**src/rtl/load_store_seq.sv**
```systemverilog
// Load/store sequencer: turns one LB/LBU/LH/LHU/LW/SB/SH/SW request into a
// series of single-byte accesses to a byte-wide RAM (little-endian) and
// returns either the extended load result or a store completion.
module load_store_seq #(
    parameter int ADDR_WIDTH = 8,
    parameter int DATA_WIDTH = 8,
    parameter int XLEN       = 32
) (
    input  logic                  PC,
    input  logic                  rst,
    input  logic                  req_valid,
    output logic                  req_ready,
    input  logic                  req_we,
    input  logic [1:0]            req_size,
    input  logic                  req_unsigned,
    input  logic [ADDR_WIDTH-1:0] req_addr,
    input  logic [XLEN-1:0]       req_wdata,
    output logic                  resp_valid,
    output logic                  resp_err,
    output logic [XLEN-1:0]       resp_rdata,
    output logic                  ram_wr_en,
    output logic                  ram_rd_en,
    output logic [ADDR_WIDTH-1:0] ram_wr_addr,
    output logic [ADDR_WIDTH-1:0] ram_rd_addr,
    output logic [DATA_WIDTH-1:0] ram_din,
    input  logic [DATA_WIDTH-1:0] ram_dout
);

    localparam int NBYTES = XLEN / DATA_WIDTH;
    localparam int CNT_W  = $clog2(NBYTES);

    // The byte lane logic below assumes a byte-wide RAM.
    generate
        if (DATA_WIDTH != 8) begin : g_dw_check
            $error("load_store_seq: only DATA_WIDTH == 8 is supported");
        end
    endgenerate

    typedef enum logic [2:0] {
        ST_IDLE,
        ST_STORE,
        ST_LOAD,
        ST_LOAD_LAST,
        ST_RESP
    } state_t;

    state_t                state_reg, state_next;
    logic [CNT_W-1:0]      cnt_reg, cnt_next;          // byte index accessed this cycle
    logic [CNT_W-1:0]      last_reg, last_next;        // index of the final byte (N-1)
    logic [ADDR_WIDTH-1:0] addr_reg, addr_next;
    logic [XLEN-1:0]       wdata_reg, wdata_next;
    logic [1:0]            size_reg, size_next;
    logic                  uns_reg, uns_next;
    logic [XLEN-1:0]       asm_reg, asm_next;          // load assembly register
    logic                  cap_valid_reg, cap_valid_next;  // ram_dout carries a byte this cycle
    logic [CNT_W-1:0]      cap_idx_reg, cap_idx_next;      // which byte ram_dout carries

    logic                  resp_valid_reg, resp_valid_next;
    logic                  resp_err_reg, resp_err_next;
    logic [XLEN-1:0]       resp_rdata_reg, resp_rdata_next;
    logic                  wr_en_reg, wr_en_next;
    logic                  rd_en_reg, rd_en_next;
    logic [ADDR_WIDTH-1:0] wr_addr_reg, wr_addr_next;
    logic [ADDR_WIDTH-1:0] rd_addr_reg, rd_addr_next;
    logic [DATA_WIDTH-1:0] din_reg, din_next;

    logic [DATA_WIDTH-1:0] wbyte [NBYTES];
    logic [XLEN-1:0]       asm_ins;    // assembly register with this cycle's byte merged in
    logic [XLEN-1:0]       load_ext;   // asm_ins sign/zero-extended to XLEN
    logic [CNT_W-1:0]      idx_next;
    logic                  req_err;

    // Byte lanes: store data split into bytes and the incoming read byte merged into its lane.
    generate
        for (genvar gi = 0; gi < NBYTES; gi++) begin : g_byte
            assign wbyte[gi] = wdata_reg[gi*DATA_WIDTH +: DATA_WIDTH];
            assign asm_ins[gi*DATA_WIDTH +: DATA_WIDTH] =
                (cap_valid_reg && (cap_idx_reg == CNT_W'(gi))) ? ram_dout
                                                               : asm_reg[gi*DATA_WIDTH +: DATA_WIDTH];
        end
    endgenerate

    assign idx_next = cnt_reg + CNT_W'(1);

    assign req_err = (req_size == 2'b11)
                  || ((req_size == 2'b01) && req_addr[0])
                  || ((req_size == 2'b10) && (req_addr[1:0] != 2'b00));

    // Extend the assembled load value from its natural width to XLEN.
    always_comb begin
        load_ext = asm_ins;
        case (size_reg)
            2'b00: load_ext = uns_reg ? {{(XLEN-8){1'b0}}, asm_ins[7:0]}
                                      : {{(XLEN-8){asm_ins[7]}}, asm_ins[7:0]};
            2'b01: load_ext = uns_reg ? {{(XLEN-16){1'b0}}, asm_ins[15:0]}
                                      : {{(XLEN-16){asm_ins[15]}}, asm_ins[15:0]};
            default: load_ext = asm_ins;
        endcase
    end

    // Next-state and registered-output logic; strobes default low, addresses hold.
    always_comb begin
        state_next      = state_reg;
        cnt_next        = cnt_reg;
        last_next       = last_reg;
        addr_next       = addr_reg;
        wdata_next      = wdata_reg;
        size_next       = size_reg;
        uns_next        = uns_reg;
        asm_next        = asm_reg;
        cap_valid_next  = rd_en_reg;   // RAM answers one cycle after the read strobe
        cap_idx_next    = cnt_reg;
        resp_valid_next = 1'b0;
        resp_err_next   = 1'b0;
        resp_rdata_next = '0;
        wr_en_next      = 1'b0;
        rd_en_next      = 1'b0;
        wr_addr_next    = wr_addr_reg;
        rd_addr_next    = rd_addr_reg;
        din_next        = din_reg;

        case (state_reg)
            ST_IDLE: begin
                if (req_valid) begin
                    addr_next  = req_addr;
                    wdata_next = req_wdata;
                    size_next  = req_size;
                    uns_next   = req_unsigned;
                    asm_next   = '0;
                    cnt_next   = '0;
                    case (req_size)
                        2'b00:   last_next = CNT_W'(0);
                        2'b01:   last_next = CNT_W'(1);
                        default: last_next = CNT_W'(NBYTES - 1);
                    endcase
                    if (req_err) begin
                        state_next      = ST_RESP;
                        resp_valid_next = 1'b1;
                        resp_err_next   = 1'b1;
                    end else if (req_we) begin
                        state_next   = ST_STORE;
                        wr_en_next   = 1'b1;
                        wr_addr_next = req_addr;
                        din_next     = req_wdata[DATA_WIDTH-1:0];
                    end else begin
                        state_next   = ST_LOAD;
                        rd_en_next   = 1'b1;
                        rd_addr_next = req_addr;
                    end
                end
            end
            ST_STORE: begin
                if (cnt_reg == last_reg) begin
                    state_next      = ST_RESP;
                    resp_valid_next = 1'b1;
                end else begin
                    cnt_next     = idx_next;
                    wr_en_next   = 1'b1;
                    wr_addr_next = addr_reg + ADDR_WIDTH'(idx_next);
                    din_next     = wbyte[idx_next];
                end
            end
            ST_LOAD: begin
                asm_next = asm_ins;
                if (cnt_reg == last_reg) begin
                    state_next = ST_LOAD_LAST;
                end else begin
                    cnt_next     = idx_next;
                    rd_en_next   = 1'b1;
                    rd_addr_next = addr_reg + ADDR_WIDTH'(idx_next);
                end
            end
            ST_LOAD_LAST: begin
                asm_next        = asm_ins;
                state_next      = ST_RESP;
                resp_valid_next = 1'b1;
                resp_rdata_next = load_ext;
            end
            ST_RESP: begin
                state_next = ST_IDLE;
            end
            default: begin
                state_next = ST_IDLE;
            end
        endcase
    end

    // State and output registers; reset aborts any access in flight.
    always_ff @(posedge PC or negedge rst) begin
        if (!rst) begin
            state_reg      <= ST_IDLE;
            cnt_reg        <= '0;
            last_reg       <= '0;
            addr_reg       <= '0;
            wdata_reg      <= '0;
            size_reg       <= '0;
            uns_reg        <= 1'b0;
            asm_reg        <= '0;
            cap_valid_reg  <= 1'b0;
            cap_idx_reg    <= '0;
            resp_valid_reg <= 1'b0;
            resp_err_reg   <= 1'b0;
            resp_rdata_reg <= '0;
            wr_en_reg      <= 1'b0;
            rd_en_reg      <= 1'b0;
            wr_addr_reg    <= '0;
            rd_addr_reg    <= '0;
            din_reg        <= '0;
        end else begin
            state_reg      <= state_next;
            cnt_reg        <= cnt_next;
            last_reg       <= last_next;
            addr_reg       <= addr_next;
            wdata_reg      <= wdata_next;
            size_reg       <= size_next;
            uns_reg        <= uns_next;
            asm_reg        <= asm_next;
            cap_valid_reg  <= cap_valid_next;
            cap_idx_reg    <= cap_idx_next;
            resp_valid_reg <= resp_valid_next;
            resp_err_reg   <= resp_err_next;
            resp_rdata_reg <= resp_rdata_next;
            wr_en_reg      <= wr_en_next;
            rd_en_reg      <= rd_en_next;
            wr_addr_reg    <= wr_addr_next;
            rd_addr_reg    <= rd_addr_next;
            din_reg        <= din_next;
        end
    end

    assign req_ready   = (state_reg == ST_IDLE);
    assign resp_valid  = resp_valid_reg;
    assign resp_err    = resp_err_reg;
    assign resp_rdata  = resp_rdata_reg;
    assign ram_wr_en   = wr_en_reg;
    assign ram_rd_en   = rd_en_reg;
    assign ram_wr_addr = wr_addr_reg;
    assign ram_rd_addr = rd_addr_reg;
    assign ram_din     = din_reg;

endmodule

```
**config.mk**
```make
export PLATFORM = sky130hd
export DESIGN_NAME = load_store_seq
export DESIGN_NICKNAME = d
export VERILOG_FILES = /design/src/rtl/load_store_seq.sv
export SDC_FILE = /design/constraint.sdc
export NUM_CORES = 1
export LEC_CHECK = 0
export BUFFER_PORTS_ARGS = -buffer_cell sky130_fd_sc_hd__buf_2
export CAP_MARGIN = 20
export CORE_ASPECT_RATIO = 1.2
export CORE_MARGIN = 1
export CORE_UTILIZATION = 45
export DETAILED_ROUTE_END_ITERATION = 6
export GPL_TIMING_DRIVEN = 0
export PLACE_DENSITY = 0.77
export SLEW_MARGIN = 20
export SYNTH_ARGS = -nofsm -noshare
export SYNTH_HDL_FRONTEND = slang
export SYNTH_SLANG_ARGS = --single-unit
```
**constraint.sdc**
```tcl
create_clock -name PC -period 2.35 [get_ports PC]
set_input_delay 0.5875 -clock PC [delete_from_list [all_inputs] [get_ports PC]]
set_output_delay 0.5875 -clock PC [all_outputs]
set_load 0.02 [all_outputs]
```
Yosys cells after proc, flatten, opt, wreduce, memory -nomap -nowiden
Index checks and enable logic that the tools add are counted.

Register bits: 145. Word-level logic and storage cells: 118. Output and inout port bits: 61.

Magnitude comparators: 1. Reduce and logical (&&, ||, !) cells: 25. Bitwise logic cells: 1. Eq/ne operators: 20. $add $sub $neg: 2. Multiplexer cells: 51.

Operators by type and width (number): $mux 8 (17); $mux 32 (4); $pmux 32 s2 (2); $pmux 8 s2 (3); $bmux 8 s2 (1); $ne 2x2->1 const B (8); $mux 3 (4); $pmux 3 s4 (1); $mux 1 (11); $reduce_and 5->1 (2); $reduce_bool 2->1 (5); $add 8x2->8 (1); $eq 2x2->1 const B (4); $pmux 2 s2 (2); $eq 2x1->1 const B (3); $eq 3x2->1 const B (2); $logic_and 1x1->1 (6); $logic_not 2->1 (3); $mux 2 (3); $reduce_and 3->1 (2); $pmux 1 s2 (2); $reduce_and 2->1 (2); $reduce_or 2->1 (2); $eq 3x1->1 const B (1); 8 further kinds (9).

Depth between registers and ports, before layout
Word-level depth: 7. Gate-level depth with buffers: 8. Gate-level depth less buffers: 7.

Worst setup path before layout
Ideal clock, no wire load.

Path kind: register to register. Start point: reg cnt_reg[1], in the netlist cap_idx_next[1]. End point: reg rd_addr_reg[4], in the netlist ram_rd_addr[4]. Setup slack: 75 ps. Clock period less this slack: 2275 ps. Data required time: 2225 ps. Setup time: 125 ps. Buffers on the path: 1. Arrival: 2150 ps. Cell stages (with the launch flop): 8. Cells stage by stage: dfrtp_1 buf_1 xor2_1 fa_1 nand3_1 xor2_1 a21oi_1 mux2_2.

Longest elaborated chain between the ends: 4. Elaborated cells on any way between the ends: 7. Those cells by class: 2 x add/sub; 2 x eq/ne; 2 x mux; 1 x reduce/logical.

RTL lines: from (decl) (RTL line 48) `logic [CNT_W-1:0] cnt_reg, cnt_next;`; from (signal assigned) (RTL line 211) `cnt_reg <= cnt_next;`; $add 2x1->2 (RTL line 83) `assign idx_next = cnt_reg + CNT_W'(1);`; $add 8x2->8 (RTL line 170) `rd_addr_next = addr_reg + ADDR_WIDTH'(idx_next);`; $mux 8 (RTL line 165) `if (cnt_reg == last_reg) begin`; $pmux 8 s2 (RTL line 122) `case (state_reg)`; to (signal assigned) (RTL line 226) `rd_addr_reg <= rd_addr_next;`; to (decl) (RTL line 64) `logic [ADDR_WIDTH-1:0] rd_addr_reg, rd_addr_next;`.

Several ways; a longest one is shown, not always the timed one. The select of a mux whose other input is x is not followed. A chain may end at the register's enable or synchronous reset.

Worst setup path after layout
Start point: reg state_reg[2]. End point: reg din_reg[0], in the netlist ram_din[0].

Longest elaborated chain between the ends: 3. Elaborated cells on any way between the ends: 9. Those cells by class: 5 x eq/ne; 1 x mux; 3 x reduce/logical.

RTL lines: from (decl) (RTL line 47) `state_t state_reg, state_next;`; from (signal assigned) (RTL line 210) `state_reg <= state_next;`; $eq 3x1->1 / $logic_not 3->1 (equally long branches) (RTL line 122); $ne 2x2->1 (no line), or another cell as far along; $reduce_and 5->1 (no line); to (signal assigned) (RTL line 227) `din_reg <= din_next;`; to (decl) (RTL line 65) `logic [DATA_WIDTH-1:0] din_reg, din_next;`.

Several ways; a longest one is shown, not always the timed one.

==> reports/metrics.csv <==
stage,metric,value,unit
clock_network,cts_buffer_depth,2,
logic_synthesis,yosysTopAreaCell,dfrtp_1,
timing,fin_setup_tns,0,ps
clock_network,cts-root-buf,clkbuf_16,
timing,min_period,2260,ps
placement,dpl_cell_area,7220,um2
global_route,grt_pass1_vias,4982,
detailed_routing,routedWlPerCell,16.9,um
detailed_routing,detail-route-antenna-nets,0,
detailed_routing,dr.pass1.iters,7,
global_route,grt_pass1_wl,25100,um
timing,setup_viol,0,
outcome,status,"finished, violations left",
logic_synthesis,ys_types,43,
timing,setup_ws,93.1,ps
final_layout,n_antenna_cell,0,
final_layout,syn_to_final_growth,22.8,%
worst_setup_path,critPathMaxFanout,10,
logic_synthesis,ys_ff_latch,145,
placement,gp_congestion,0.851,
floorplanning,io_pins,116,
placement,dp_hpwl,10300,um
final_layout,instances_no_fill,893,
logic_synthesis,synth-edff-count,0,
clock_network,holdBufCountCts,0,
global_route,track_usage,0.218,
worst_setup_path,worstPathArrival,2560,ps
logic_synthesis,netlist_area,6430,um2
detailed_routing,vias,4847,
timing,fin_hold_ws,91.0,ps
worst_setup_path,crit_required,2650,ps
logic_synthesis,syn-num-nets,637,
timing,slew_viol_final,0,
worst_setup_path,endpoint_kind,flop,
floorplanning,die_y,133,um
logic_synthesis,synth-seq-area-share,0.564,
logic_synthesis,avgSynthCellArea,11.1,um2
detailed_routing,first_iter_violations,336,
detailed_routing,remaining_drc_errors,12,
final_layout,register_area,3630,um2
outcome,violations,design-rule violations,
logic_synthesis,synth.most_common_cell,dfrtp_1,
hold_path,holdCritPathClass,primary input to async pin,
timing,rsz0062_at_grt,true,
power,power_density,1280,nW/um2
floorplanning,start_util,0.463,
logic_synthesis,synth_top_cells_by_area,"dfrtp_1, nand2_1, mux2i_1",
global_route,antenna_found_initial,0,
logic_synthesis,ys_warn_count,0,
logic_synthesis,netlist_instances,579,
final_layout,fillers,1143,
flow_run,cap_violations,0,
global_route,grt_max_degree,91,
power,ir_drop,0.000870,V
timing,fin_crit_sh,0.960,
power,p_leak,4.02,nW
placement,portBuffers,108,
global_route,grt_overflow_total,0,
clock_network,clk_latency,420,ps
floorplanning,core-area,13900,um2
clock_network,cts_made_buffers,17,
logic_synthesis,synthArstFlopShare,1.00,
timing,max-slew-margin-rel,0.493,
timing,fmax,443,MHz
clock_network,htreeDepth,4,
floorplanning,fp.dieW,111,um
floorplanning,fp-row-count,47,
worst_setup_path,worstSetupPathType,flop to flop,
clock_network,clkTransAtPathRegs,60,ps
final_layout,nets,768,
timing,clock_skew,6.26,ps
logic_synthesis,ys_dominant_reg_cell,dfrtp_1,
clock_network,cts.sinks,145,
clock_network,cts_tree,yes,
timing,finalHoldViolCount,0,
final_layout,multiInputGateArea,2610,um2
logic_synthesis,synth_commonest_cells,"dfrtp_1, nand2_1, nor2_1",
detailed_routing,via_per_inst,5.43,
worst_setup_path,start_kind,flop,
final_layout,final_layout_size_suffix_gt1_frac,0.280,
final_layout,fin_area,7890,um2
floorplanning,dieArea,14800,um2
placement,dp.cells,859,
placement,post-place-ws,-350,ps
timing,worst_pin_slew,754,ps
logic_synthesis,synth_top_cell_area_share,0.564,
detailed_routing,routed_wl,15100,um
[final timing paths]
kind / startpoint / to / slack [ps] / cells after the start
max: state_reg[2]$_DFFE_PN0P_ / ram_din[0]$_DFFE_PN0P_ / 90 / 6
min: rst / resp_rdata[8]$_DFF_PN0_ / 90 / 1
max reg2reg: state_reg[2]$_DFFE_PN0P_ / ram_din[0]$_DFFE_PN0P_ / 90 / 6
min reg2reg: ram_rd_en$_DFF_PN0_ / cap_valid_reg$_DFF_PN0_ / 410 / 0
max in group asynchronous: rst / addr_reg[1]$_DFFE_PN0P_ / 1500 / 2
min in group PC: req_wdata[19] / wdata_reg[19]$_DFFE_PN0P_ / 350 / 3
[metrics by stage]
step	power, W	util
detailed placement	0.00714	0.520
floorplan	0.00611	-
CTS	0.0101	0.566
global route	0.0106	0.569
finish	0.0101	0.569
global placement	0.00698	0.518
[cells in the final DEF (no fill, tap or decap), types with 5 or more instances in the layout]
| cell | n |
|---|---|
| o21ai_0 | 27 |
| or2_2 | 5 |
| nand2_1 | 135 |
| mux2_2 | 26 |
| o21a_1 | 9 |
| nor2_1 | 38 |
| mux2i_1 | 34 |
| mux2_4 | 7 |
| a22o_1 | 31 |
| dfrtp_1 | 144 |
| clkbuf_1 | 24 |
| mux4_2 | 8 |
| clkbuf_16 | 17 |
| a31oi_1 | 7 |
| buf_1 | 8 |
| nand3_1 | 6 |
| inv_1 | 12 |
| buf_2 | 108 |
| a21oi_1 | 6 |
[layout make-up]
class	instances	share of cell area
Inverter	12	0.00571
Multi-Input combinational cell	386	0.331
Timing Repair Buffer	112	0.0761
Clock inverter	10	0.0203
Tap cell	171	0.0271
Buffer	36	0.0231
Clock buffer	21	0.0571
Sequential cell	145	0.460
[per-layer routing]
metal	global-route usage	routed length, um	vias to the layer above
met4	0.0983	293	0
met3	0.0454	885	23
met5	0	0	-
li1	-	-	2253
met2	0.372	7630	195
met1	0.266	6310	2376
[power breakdown]
group          switching (W)  internal (W)
clock network        0.00101       0.00179
registers           0.000448       0.00320
logic                0.00209       0.00152
[cells by family after synthesis]
family,share of synthesized area
AO/OA/AOI/OAI,0.109
XOR/XNOR,0.00681
adder cells (fa/ha/maj),0.00700
buffers and inverters,0.0333
flip-flops,0.564
multiplexers,0.144
AND/OR/NAND/NOR,0.135
[repair_timing]
item / 4_1_cts / 5_1_grt
pin swaps: 1 / 1
resized for setup: 5 / 10
setup buffers: 2 / 1
setup endpoints to repair: 21 / 29
gates cloned: 0 / 0
[critical path, stage by stage, from the launching register on]
cell,delay (ps)
dfrtp_1,380
buf_6,140
or4b_4,530
buf_6,150
o32ai_4,360
buf_4,230
mux2_2,340
Note: power is estimated with default switching activity, not from simulation.
